==> config.mk <==
export PLATFORM = sky130hd
export DESIGN_NAME = mem_access_ctrl
export DESIGN_NICKNAME = d
export VERILOG_FILES = /design/src/rtl/mem_pkg.sv /design/src/rtl/mem_access_ctrl_load_extract.sv /design/src/rtl/mem_access_ctrl.sv
export SDC_FILE = /design/constraint.sdc
export NUM_CORES = 1
export LEC_CHECK = 0
export CORE_MARGIN = 2
export CORE_UTILIZATION = 32
export CTS_BUF_LIST = sky130_fd_sc_hd__clkbuf_4 sky130_fd_sc_hd__clkbuf_8
export CTS_CLUSTER_DIAMETER = 80
export DETAILED_ROUTE_END_ITERATION = 8
export GPL_TIMING_DRIVEN = 0
export PLACE_DENSITY = 0.73
export REMOVE_ABC_BUFFERS = 1
export SLEW_MARGIN = 10
export SYNTH_ARGS = -nofsm -noshare
export SYNTH_HDL_FRONTEND = slang
export SYNTH_SLANG_ARGS = --single-unit
==> constraint.sdc <==
create_clock -name clk -period 3.8 [get_ports clk]
set_clock_uncertainty 0.1 [all_clocks]
set_input_delay 0.38 -clock clk [delete_from_list [all_inputs] [get_ports clk]]
set_output_delay 0.38 -clock clk [all_outputs]
set_load 0.01 [all_outputs]
==> src/rtl/mem_pkg.sv <==
// mem_pkg: shared types and constants for the memory-stage access controller.
// Holds the controller FSM state encoding, the load-lane select constants and
// the alignment helper used when MEM_ACCESS_MISALIGN_CHECK_EN is defined.
package mem_pkg;

    typedef enum logic [1:0] {
        ST_IDLE = 2'd0,
        ST_REQ  = 2'd1,
        ST_WAIT = 2'd2
    } mem_state_e;

    localparam logic [1:0] LANE_B0 = 2'd0;
    localparam logic [1:0] LANE_B1 = 2'd1;
    localparam logic [1:0] LANE_B2 = 2'd2;
    localparam logic [1:0] LANE_B3 = 2'd3;

    localparam logic HALF_LO = 1'b0;
    localparam logic HALF_HI = 1'b1;

    // Alignment test for an incoming access.
    // Load width comes from the core's shared funct3 encoding:
    // LB=000, LH=001, LW=010, LBU=100, LHU=101.
    // Any unlisted code is a word access, because it is serviced as LW.
    // A store is classified by its byte mask.
    function automatic logic is_misaligned(input logic       is_load,
                                           input logic [2:0] funct3,
                                           input logic [3:0] wmask,
                                           input logic [1:0] offset);
        logic half_acc;
        logic word_acc;
        if (is_load) begin
            half_acc = (funct3 == 3'b001) || (funct3 == 3'b101);
            word_acc = !half_acc && (funct3 != 3'b000) && (funct3 != 3'b100);
        end else begin
            half_acc = (wmask == 4'b0011) || (wmask == 4'b1100);
            word_acc = (wmask == 4'b1111);
        end
        return (half_acc && offset[0]) || (word_acc && (offset != 2'b00));
    endfunction

endpackage

==> src/rtl/mem_access_ctrl_load_extract.sv <==
// load_extract: combinational lane select plus sign/zero extension of a
// returned memory word, for the load width in funct3 and the low address bits.
module load_extract
    import mem_pkg::*;
(
    input  logic [1:0]  i_offset,
    input  logic [2:0]  i_funct3,
    input  logic [31:0] i_word,
    output logic [31:0] o_data
);

    logic [7:0]  w_byte;
    logic [15:0] w_half;

    // Pick the addressed byte lane out of the word.
    always_comb begin
        w_byte = i_word[7:0];
        case (i_offset)
            LANE_B0: w_byte = i_word[7:0];
            LANE_B1: w_byte = i_word[15:8];
            LANE_B2: w_byte = i_word[23:16];
            LANE_B3: w_byte = i_word[31:24];
            default: w_byte = i_word[7:0];
        endcase
    end

    // Pick the addressed halfword. Only bit 1 matters, so an odd offset
    // rounds down to its containing halfword.
    always_comb begin
        w_half = i_word[15:0];
        if (i_offset[1] == HALF_HI) begin
            w_half = i_word[31:16];
        end
    end

    // Extend by load type. LB=000 and LH=001 sign-extend.
    // LBU=100 and LHU=101 zero-extend.
    // LW=010 and every unused code pass the whole word through.
    always_comb begin
        o_data = i_word;
        case (i_funct3)
            3'b000:  o_data = {{24{w_byte[7]}}, w_byte};
            3'b001:  o_data = {{16{w_half[15]}}, w_half};
            3'b100:  o_data = {24'd0, w_byte};
            3'b101:  o_data = {16'd0, w_half};
            default: o_data = i_word;
        endcase
    end

endmodule

==> src/rtl/mem_access_ctrl.sv <==
// mem_access_ctrl: memory-stage access controller for the three-stage core.
// The controller does three things:
// - It takes one load or store from execute.
// - It issues that access on a valid/ready memory port and stalls the
//   pipeline while the access is outstanding.
// - It returns extended load data to writeback as a one-cycle pulse.
// Optional build macro: MEM_ACCESS_MISALIGN_CHECK_EN. When it is defined,
// misaligned halfword and word accesses are dropped and flagged on the
// 'misaligned' port. Without it, the port is absent.
module mem_access_ctrl
    import mem_pkg::*;
#(
    parameter int ADDR_W = 32,
    parameter int DATA_W = 32
) (
    input  logic              clk,
    input  logic              reset,
    input  logic              x_valid,
    input  logic              x_is_load,
    input  logic [3:0]        x_wmask,
    input  logic [ADDR_W-1:0] x_addr,
    input  logic [DATA_W-1:0] x_wdata,
    input  logic [2:0]        x_funct3,
    input  logic [4:0]        x_rd,
    output logic              mem_req_valid,
    input  logic              mem_req_ready,
    output logic [ADDR_W-1:0] mem_req_addr,
    output logic [3:0]        mem_req_wmask,
    output logic [DATA_W-1:0] mem_req_wdata,
    input  logic              mem_resp_valid,
    input  logic [DATA_W-1:0] mem_resp_data,
    output logic              stall,
    output logic              wb_valid,
    output logic [4:0]        wb_rd,
    output logic [DATA_W-1:0] wb_data
`ifdef MEM_ACCESS_MISALIGN_CHECK_EN
    ,
    output logic              misaligned
`endif
);

    mem_state_e        r_state;
    mem_state_e        w_next_state;

    logic [ADDR_W-1:0] r_addr;
    logic [3:0]        r_wmask;
    logic [DATA_W-1:0] r_wdata;
    logic [2:0]        r_funct3;
    logic [4:0]        r_rd;
    logic              r_is_load;

    logic              r_wb_valid;
    logic [4:0]        r_wb_rd;
    logic [DATA_W-1:0] r_wb_data;

    logic              w_accept;
    logic              w_issue;
    logic              w_resp_take;
    logic [DATA_W-1:0] w_load_data;

    // Any execute-stage memory op is taken only while the controller is idle.
    // Inputs seen while stalled are ignored.
    assign w_accept = (r_state == ST_IDLE) && x_valid && (x_is_load || (x_wmask != 4'b0000));

`ifdef MEM_ACCESS_MISALIGN_CHECK_EN
    logic w_misalign;
    logic r_misaligned;

    assign w_misalign = is_misaligned(x_is_load, x_funct3, x_wmask, x_addr[1:0]);
    assign w_issue    = w_accept && !w_misalign;
    assign misaligned = r_misaligned;

    // Flag a dropped misaligned access for exactly the cycle after it was seen.
    always_ff @(posedge clk or posedge reset) begin
        if (reset) begin
            r_misaligned <= 1'b0;
        end else begin
            r_misaligned <= w_accept && w_misalign;
        end
    end
`else
    assign w_issue = w_accept;
`endif

    // A response counts only in WAIT. A response that arrives with the
    // request handshake, or while idle, is ignored.
    assign w_resp_take = (r_state == ST_WAIT) && mem_resp_valid;

    // FSM state register.
    always_ff @(posedge clk or posedge reset) begin
        if (reset) begin
            r_state <= ST_IDLE;
        end else begin
            r_state <= w_next_state;
        end
    end

    // Next-state logic and the state-derived handshake/stall outputs.
    // A store retires on the request handshake. A load waits for its data.
    always_comb begin
        w_next_state  = r_state;
        mem_req_valid = 1'b0;
        stall         = 1'b1;
        case (r_state)
            ST_IDLE: begin
                stall = 1'b0;
                if (w_issue) begin
                    w_next_state = ST_REQ;
                end
            end
            ST_REQ: begin
                mem_req_valid = 1'b1;
                if (mem_req_ready) begin
                    w_next_state = r_is_load ? ST_WAIT : ST_IDLE;
                end
            end
            ST_WAIT: begin
                if (mem_resp_valid) begin
                    w_next_state = ST_IDLE;
                end
            end
            default: begin
                w_next_state = ST_IDLE;
                stall        = 1'b0;
            end
        endcase
    end

    // Capture the request when it is accepted, then hold it unchanged until
    // the next accept so that the fields stay stable while ready is low.
    // A load never writes, so any mask that comes with it is dropped.
    always_ff @(posedge clk or posedge reset) begin
        if (reset) begin
            r_addr    <= '0;
            r_wmask   <= 4'b0000;
            r_wdata   <= '0;
            r_funct3  <= 3'b000;
            r_rd      <= 5'd0;
            r_is_load <= 1'b0;
        end else if (w_issue) begin
            r_addr    <= x_addr;
            r_wmask   <= x_is_load ? 4'b0000 : x_wmask;
            r_wdata   <= x_wdata;
            r_funct3  <= x_funct3;
            r_rd      <= x_rd;
            r_is_load <= x_is_load;
        end
    end

    assign mem_req_addr  = {r_addr[ADDR_W-1:2], 2'b00};
    assign mem_req_wmask = r_wmask;
    assign mem_req_wdata = r_wdata;

    load_extract u_load_extract (
        .i_offset (r_addr[1:0]),
        .i_funct3 (r_funct3),
        .i_word   (mem_resp_data),
        .o_data   (w_load_data)
    );

    // Register the extended load result. wb_valid pulses for one cycle, and
    // the destination and data hold until the next load completes.
    always_ff @(posedge clk or posedge reset) begin
        if (reset) begin
            r_wb_valid <= 1'b0;
            r_wb_rd    <= 5'd0;
            r_wb_data  <= '0;
        end else begin
            r_wb_valid <= w_resp_take;
            if (w_resp_take) begin
                r_wb_rd   <= r_rd;
                r_wb_data <= w_load_data;
            end
        end
    end

    assign wb_valid = r_wb_valid;
    assign wb_rd    = r_wb_rd;
    assign wb_data  = r_wb_data;

endmodule

==> impl_results.md, run 1 <==
* Status: complete, no violations
* Placed cells at between 800 and 900
* Most numerous cell in the Yosys netlist: dfrtp_1
* Net Sw Power at 2.17 mW
* HPWL Detailed at ~11000 um
* VDD IR max at between 0.4 and 0.5 mV
* Comb pwr share at 45.6%
* Area after DPL at 7620 um2
* Largest area contributor in the netlist: dfrtp_1
* Largest net degree at the start of global routing at 67
* Min Hold Slack at 0.314 ns
* Chip width at 134 um
* Crit path max fanout at 41
* Die ar. at between 15000 and 20000 um2
* Final Hold Vio Count at 0
* PwrDens at roughly 820 nW/um2
* Buffers added on ports at around 220
* Relative slew slack at 25.5%
* Synth warn at 0
* Gr ovfl total at 0
* Clk root buf: clkbuf_8
* Remaining antenna violation count at 0
* Fin crit share at a little over 90%
* Detailed Route WL at 14600 um
* Pleak at between 3 and 4 nW
* Fin nets at approximately 760
* Share of post-route cells with drive strength above 1 at 17.6%
* Setup tns final at 0 ns
* DR vias/cell at about 4.8
* # diodes at 0
* Highest clock rate at between 0.2 and 0.3 GHz
* Num CTS Buffers at 17
* Post-route cell area at between 8000 and 9000 um2
* Area Overhead vs Synth at 49.1%
* Die span in y at approximately 130 um
* Post-synthesis sequential area ratio at a little over half
* RSZ-0062 raised after global routing: false
* H-tree depth at 4
* Number of global-route vias before repair at approximately 4500
* Crit path kind: flop to flop
* Reg power frac at roughly 36%
* CTS tree: yes
* Max_cap viols at 0
* Crit path launch type: flop
* Post-Synthesis Cell Area at between 5000 and 6000 um2
* Core area at 16500 um2
* First-pass GRT wire length at about 23000 um
* CP endpoint kind: flop
* # IOs at ~220
* Final cell count without fillers at just under 900
* Initial Util at approximately 33%
* Row count at 47
* Least-Margin Pin Slew at between 1 and 1.5 ns
* Total Power at approximately 6.6 mW
* Synth cell types at 32
* Largest cells by area after synthesis: dfrtp_1 54%, mux2_2 10%, mux2_4 7.2%
* Initial antenna violation count at 1
* Switching Share at 32.8%
* Routed vias at approximately 4200
* Clk Latency, worst-skew pair at 0.42 ns
* Routability cong. at 0.802
* Clock tree buffer depth at 2
* CTS clk-pin slew, worst paths at about 0.070 ns
* Asr flop ratio synth at 100%
* Flops & latches, synth at 117
* Arrival time worst endpoint at 3.66 ns
* WP data required at around 4.0 ns
* Hold Path Class: input pin to asynchronous set/reset pin
* Final setup viols at 0
* EDFF count, synth at 0
* Tot GR Track Use at about 17%
* # clock sinks at ~120
* TritonRoute pass-1 iters at 4
* Yosys top cell area share at between 50% and 60%
* Initial drt markers at between 150 and 200
* Internal power at approximately 4.4 mW
* Clk pwr share at 18.6%
* Average wire per standard cell at about 17 um
* Crit path time final at between 3 and 4 ns
* Remaining DRCs at 0
* Commonest cells in the netlist: 117 x dfrtp_1, 49 x mux2_2, 44 x nand2_1
* Synth Instances at ~450
* Slew Limit Fails at 0
* Setup bufs post-CTS at 0
* Top_reg_cell synth: dfrtp_1
* Avg Inst Size Synth at ~12 um2
-- path summary, 6_finish.rpt --
kind                                              from                       endpoint  slack [ns]  cells after the start
worst max-delay path            r_state[0]$_DFFE_PP0P_        wb_data[14]$_DFFE_PP0P_        0.29                      7
min in group clk                   r_rd[4]$_DFFE_PP0P_           wb_rd[4]$_DFFE_PP0P_        0.37                      2
worst max register to register  r_state[0]$_DFFE_PP0P_        wb_data[14]$_DFFE_PP0P_        0.29                      7
worst min-delay path                             reset  mem_req_wdata[22]$_DFFE_PP0P_        0.31                      2
worst min register to register     r_rd[4]$_DFFE_PP0P_           wb_rd[4]$_DFFE_PP0P_        0.37                      2
max in group asynchronous                        reset         r_addr[17]$_DFFE_PP0P_        2.56                      3
-- state kept, by name, summed over array words and instances, names as in the netlist --
name and cells:
mem_req_wdata 32, r_addr 32, wb_data 32, r_rd 5, wb_rd 5, mem_req_wmask 4, r_funct3 3, r_state 2
r_is_load 1, wb_valid 1
-- per-layer routing --
layer / routed length, um / vias up / global-route usage, %
met2: 6950 / 195 / 27.5
met5: 0 / - / 0
met4: 328 / 0 / 7.21
li1: - / 1907 / -
met1: 5930 / 2058 / 19.5
met3: 1350 / 21 / 6.73
-- power groups by stage --
stage / Sequential, mW / Combinational, mW / Clock [mW]
global route: 2.46 / 3.24 / 1.33
floorplan: 2.55 / 1.22 / 0
detailed placement: 2.38 / 3.05 / 0
finish: 2.37 / 3.02 / 1.23
global placement: 2.35 / 3.01 / 0
CTS: 2.38 / 3.06 / 1.28
-- cells in the final DEF, fill, tap and decap left out, types with 6 or more instances in the layout --
cell type          n
nor2_1            33
inv_1             11
nand2b_1           8
mux2_2            49
a21oi_1           17
a22oi_1            8
o21ai_0           12
dfrtp_1          117
clkdlybuf4s50_1  219
nor2b_1            8
clkinvlp_4         6
mux2_4            26
nand2_1           44
a211oi_1          16
mux2i_1           16
o22ai_1            8
clkbuf_8          20
-- cells by family (layout without fill, tap and decap cells) --
group,after synthesis,in the layout,synth area share (%)
adders and majority gates,4,4,0.926
buffers and inverters,69,268,7.76
DFF,117,117,54.2
AOI/OAI and AO/OA,66,66,7.73
and+or+nand+nor,105,105,8.94
muxes,91,91,20.4
other,1,2,0.0694
-- layout make-up --
type / count / area [um2]
clock buffer: 21 / 283
clock inverter: 11 / 150
fill: 1453 / 8470
inverter: 13 / 57.6
multi-input combinational: 268 / 2070
sequential: 117 / 2930
tap: 220 / 275
timing repair buffer: 223 / 2290
-- stage by stage --
stage | worst slack (ns) | utilization (%)
after floorplan | -1.54 | -
after global placement | -3.39 | 45.4
after detailed placement | -0.403 | 46.1
after CTS | 0.268 | 48.8
after global routing | 0.0102 | 48.8
final | 0.291 | 48.8
-- timing repair --
| action | CTS | global route |
|---|---|---|
| hold buffers | 0 | 0 |
| resized for setup | 1 | 0 |
| endpoints found under the hold margin | 0 | 0 |
| setup endpoints to repair | 9 | 0 |
-- worst max-delay path: stages, from the launching register on --
cell	delay (ns)
dfrtp_1	0.40
inv_1	0.11
ha_1	0.17
nand2_1	0.38
clkinvlp_4	0.68
nand2_1	0.37
nor3_1	0.87
a22oi_1	0.21
Note: power is estimated with default switching activity, not from simulation.
==> run 2: changes to the inputs <==
ABC_AREA = 1   (was not set)
==> impl_results.md, run 2 <==
* Detailed Route WL at 15400 um (+5.8%)
* Initial drt markers at 264 (+44%)
* EDFF count, synth at 0 (unchanged)
* Crit path launch type: flop
* Row count at 47 (unchanged)
* First-pass GRT wire length at 24800 um (+5.6%)
* # diodes at 0 (unchanged)
* Multi-input gate area at 1990 um2 (-3.7%)
* Register area at 2930 um2 (unchanged)
* Largest net degree at the start of global routing at 87 (+30%)
* Largest cells by area after synthesis: dfrtp_1 53%, nand2_1 22%, buf_4 4.5%
* CP endpoint kind: flop
* # IOs at 222 (unchanged)
* Total Power at 6.23 mW (-5.9%)
* Post-synthesis sequential area ratio at 53.2% (-1.0 points)
* Tot GR Track Use at 17.4% (+0.59 points)
* Crit path kind: flop to flop
* Average wire per standard cell at 14.3 um (-14%)
* Remaining DRCs at 0 (unchanged)
* Share of post-route cells with drive strength above 1 at 7.81% (-9.8 points)
* Commonest cells in the netlist: 319 x nand2_1, 117 x dfrtp_1, 38 x inv_1
* Avg Inst Size Synth at 8.22 um2 (-31%)
* Clk Latency, worst-skew pair at 0.43 ns (about the same)
* Synth Instances at 670 (+48%)
* VDD IR max at 0.453 mV (-2.0%)
* # clock sinks at 117 (unchanged)
* HPWL Detailed at 10500 um (-2.4%)
* Most numerous cell in the Yosys netlist: nand2_1
* Max_cap viols at 0 (unchanged)
* Initial antenna violation count at 0 (-1)
* Least-Margin Pin Slew at 1.17 ns (+0.0566 ns)
* Slew Limit Fails at 0 (unchanged)
* TritonRoute pass-1 iters at 4 (unchanged)
* Met3 wire length at 1890 um (+41%)
* Synth warn at 0 (unchanged)
* PwrDens at 783 nW/um2 (-4.8%)
* Number of global-route vias before repair at 4745 (+5.0%)
* Final setup viols at 0 (unchanged)
* WP data required at 4.04 ns (+0.09 ns)
* Setup tns final at 0 ns (unchanged)
* Final cell count without fillers at 1078 (+23%)
* Largest area contributor in the netlist: dfrtp_1
* Clock tree buffer depth at 2 (unchanged)
* Status: complete, no violations
* Placed cells at 1046 (+24%)
* Area Overhead vs Synth at 44.5%
* Initial Util at 33.0% (+0.28 points)
* Die ar. at 18300 um2 (+1.9%)
* Synth cell types at 30 (-6.3%)
* Asr flop ratio synth at 100% (unchanged)
* Gr ovfl total at 0 (unchanged)
* Hold Path Class: input pin to asynchronous set/reset pin
* Wl on met1 at 6670 um (+13%)
* Setup bufs post-CTS at 0 (unchanged)
* Chip width at 135 um (+0.93%)
* Buffers added on ports at 219 (unchanged)
* Fill cells at 1610 (+11%)
* Routability cong. at 0.844 (+5.3%)
* Final Hold Vio Count at 0 (unchanged)
* Top sig layer: met4
* Num CTS Buffers at 17 (unchanged)
* Remaining antenna violation count at 0 (unchanged)
* Post-cts resize count at 0 (-1)
* Most frequent cells in the layout: 319 x nand2_1, 219 x clkdlybuf4s50_1, 117 x dfrtp_1
* Relative slew slack at 21.7% (-3.8 points)
* CP startpoint: r_state[0]$_DFFE_PP0P_
* Crit path time final at 2.66 ns (-0.847 ns)
* Clk root buf: clkbuf_8
* CTS clk-pin slew, worst paths at 0.09 ns (+0.02 ns)
* RSZ-0062 raised after global routing: false
* Met2 WL post-DR at 6680 um (-4.0%)
* Routed vias at 4848 (+16%)
* H-tree depth at 4 (unchanged)
* Fin nets at 963 (+27%)
* Hold_buf cts at 0 (unchanged)
* Crit path max fanout at 79 (+93%)
* Fin crit share at 70.0% (-22 points)
* Pleak at 3.87 nW (+14%)
* Yosys top cell area share at 53.2% (-1.0 points)
* Top_reg_cell synth: dfrtp_1
* Core area at 16700 um2 (+1.1%)
* R2R depth at 8 (+1)
* Die span in y at 135 um (+0.93%)
* Most common cell after layout, fill and taps aside: nand2_1
* Reg2Reg Launch Point: r_state[0]$_DFFE_PP0P_
* DR vias/cell at 4.50 (-6.1%)
* Flops & latches, synth at 117 (unchanged)
* Arrival time worst endpoint at 2.90 ns (-0.76 ns)
* CTS tree: yes
* R2r setup slk at 1.14 ns (+0.85 ns)
* Highest clock rate at 0.376 GHz (+32%)
* Post-Synthesis Cell Area at 5510 um2 (+1.9%)
-- run 2: changes by cell type after synthesis, moves of 16 or more --
| cell | before | now |
|---|---|---|
| nand2_1 | 44 | 319 |
| mux2_2 | 49 | 0 |
| mux2_4 | 26 | 0 |
| nor2_1 | 34 | 8 |
| inv_1 | 13 | 38 |
| nand3_1 | 0 | 19 |
| a211oi_1 | 16 | 0 |
| mux2i_1 | 16 | 0 |
-- run 2: routing by layer --
metal	GRT usage, %	vias to the layer above
met5	0	-
met4	4.40	0
met3	9.24	9
met2	26.1	226
met1	22.0	2222
li1	-	2391
-- run 2: path summary, 6_finish.rpt --
kind                                                       to
worst max-delay path             mem_req_wmask[3]$_DFFE_PP0P_
worst min-delay path            mem_req_wdata[28]$_DFFE_PP0P_
worst max register to register   mem_req_wmask[3]$_DFFE_PP0P_
worst min register to register           wb_rd[1]$_DFFE_PP0P_
max in group asynchronous              wb_data[6]$_DFFE_PP0P_
min in group clk                       r_addr[10]$_DFFE_PP0P_
-- run 2: logic make-up (layout without fill, tap and decap cells) --
kind of cell | count (synthesis) | after routing | share of synthesized area (%)
buffers and inverters | 107 | 294 | 10.8
DFF | 117 | 117 | 53.2
AOI/OAI and AO/OA | 63 | 63 | 6.20
other | 1 | 2 | 0.0681
adders and majority gates | 4 | 4 | 0.909
and+or+nand+nor | 378 | 378 | 28.8
-- run 2: area by class of cell --
| type | instances | share of cell area, % |
|---|---|---|
| clock buffer | 18 | 3.11 |
| timing repair buffer | 220 | 27.9 |
| clock inverter | 14 | 1.62 |
| sequential | 117 | 36.8 |
| inverter | 42 | 2.11 |
| tap | 220 | 3.46 |
| multi-input combinational | 447 | 25.0 |
-- run 2: report_power, final --
| part | leakage (nW) | internal (mW) | switching, mW |
|---|---|---|---|
| Combinational | 2.25 | 1.47 | 1.43 |
| Clock | 0.185 | 0.538 | 0.558 |
| Sequential | 1.44 | 1.83 | 0.402 |
-- run 2: critical path: stages, from the launching register on --
cell and delay, ns:
dfrtp_1 0.40, inv_1 0.12, ha_1 0.18, nand2_1 0.05, inv_1 0.10, nand2_4 0.44, inv_4 0.78, nand2_1 0.18
o21ai_0 0.22
-- run 2: metrics by stage --
step | instance area (um2) | utilization, % | setup slack [ns] | hold WS, ns
after floorplan | 5070 | - | 0.219 | 0.342
after detailed placement | 7580 | 45.4 | 0.853 | 0.361
final | 7960 | 47.7 | 1.14 | 0.190
after CTS | 7960 | 47.7 | 1.05 | 0.164
after global routing | 7960 | 47.7 | 0.812 | 0.182
after global placement | 7540 | 45.2 | -1.67 | 0.350
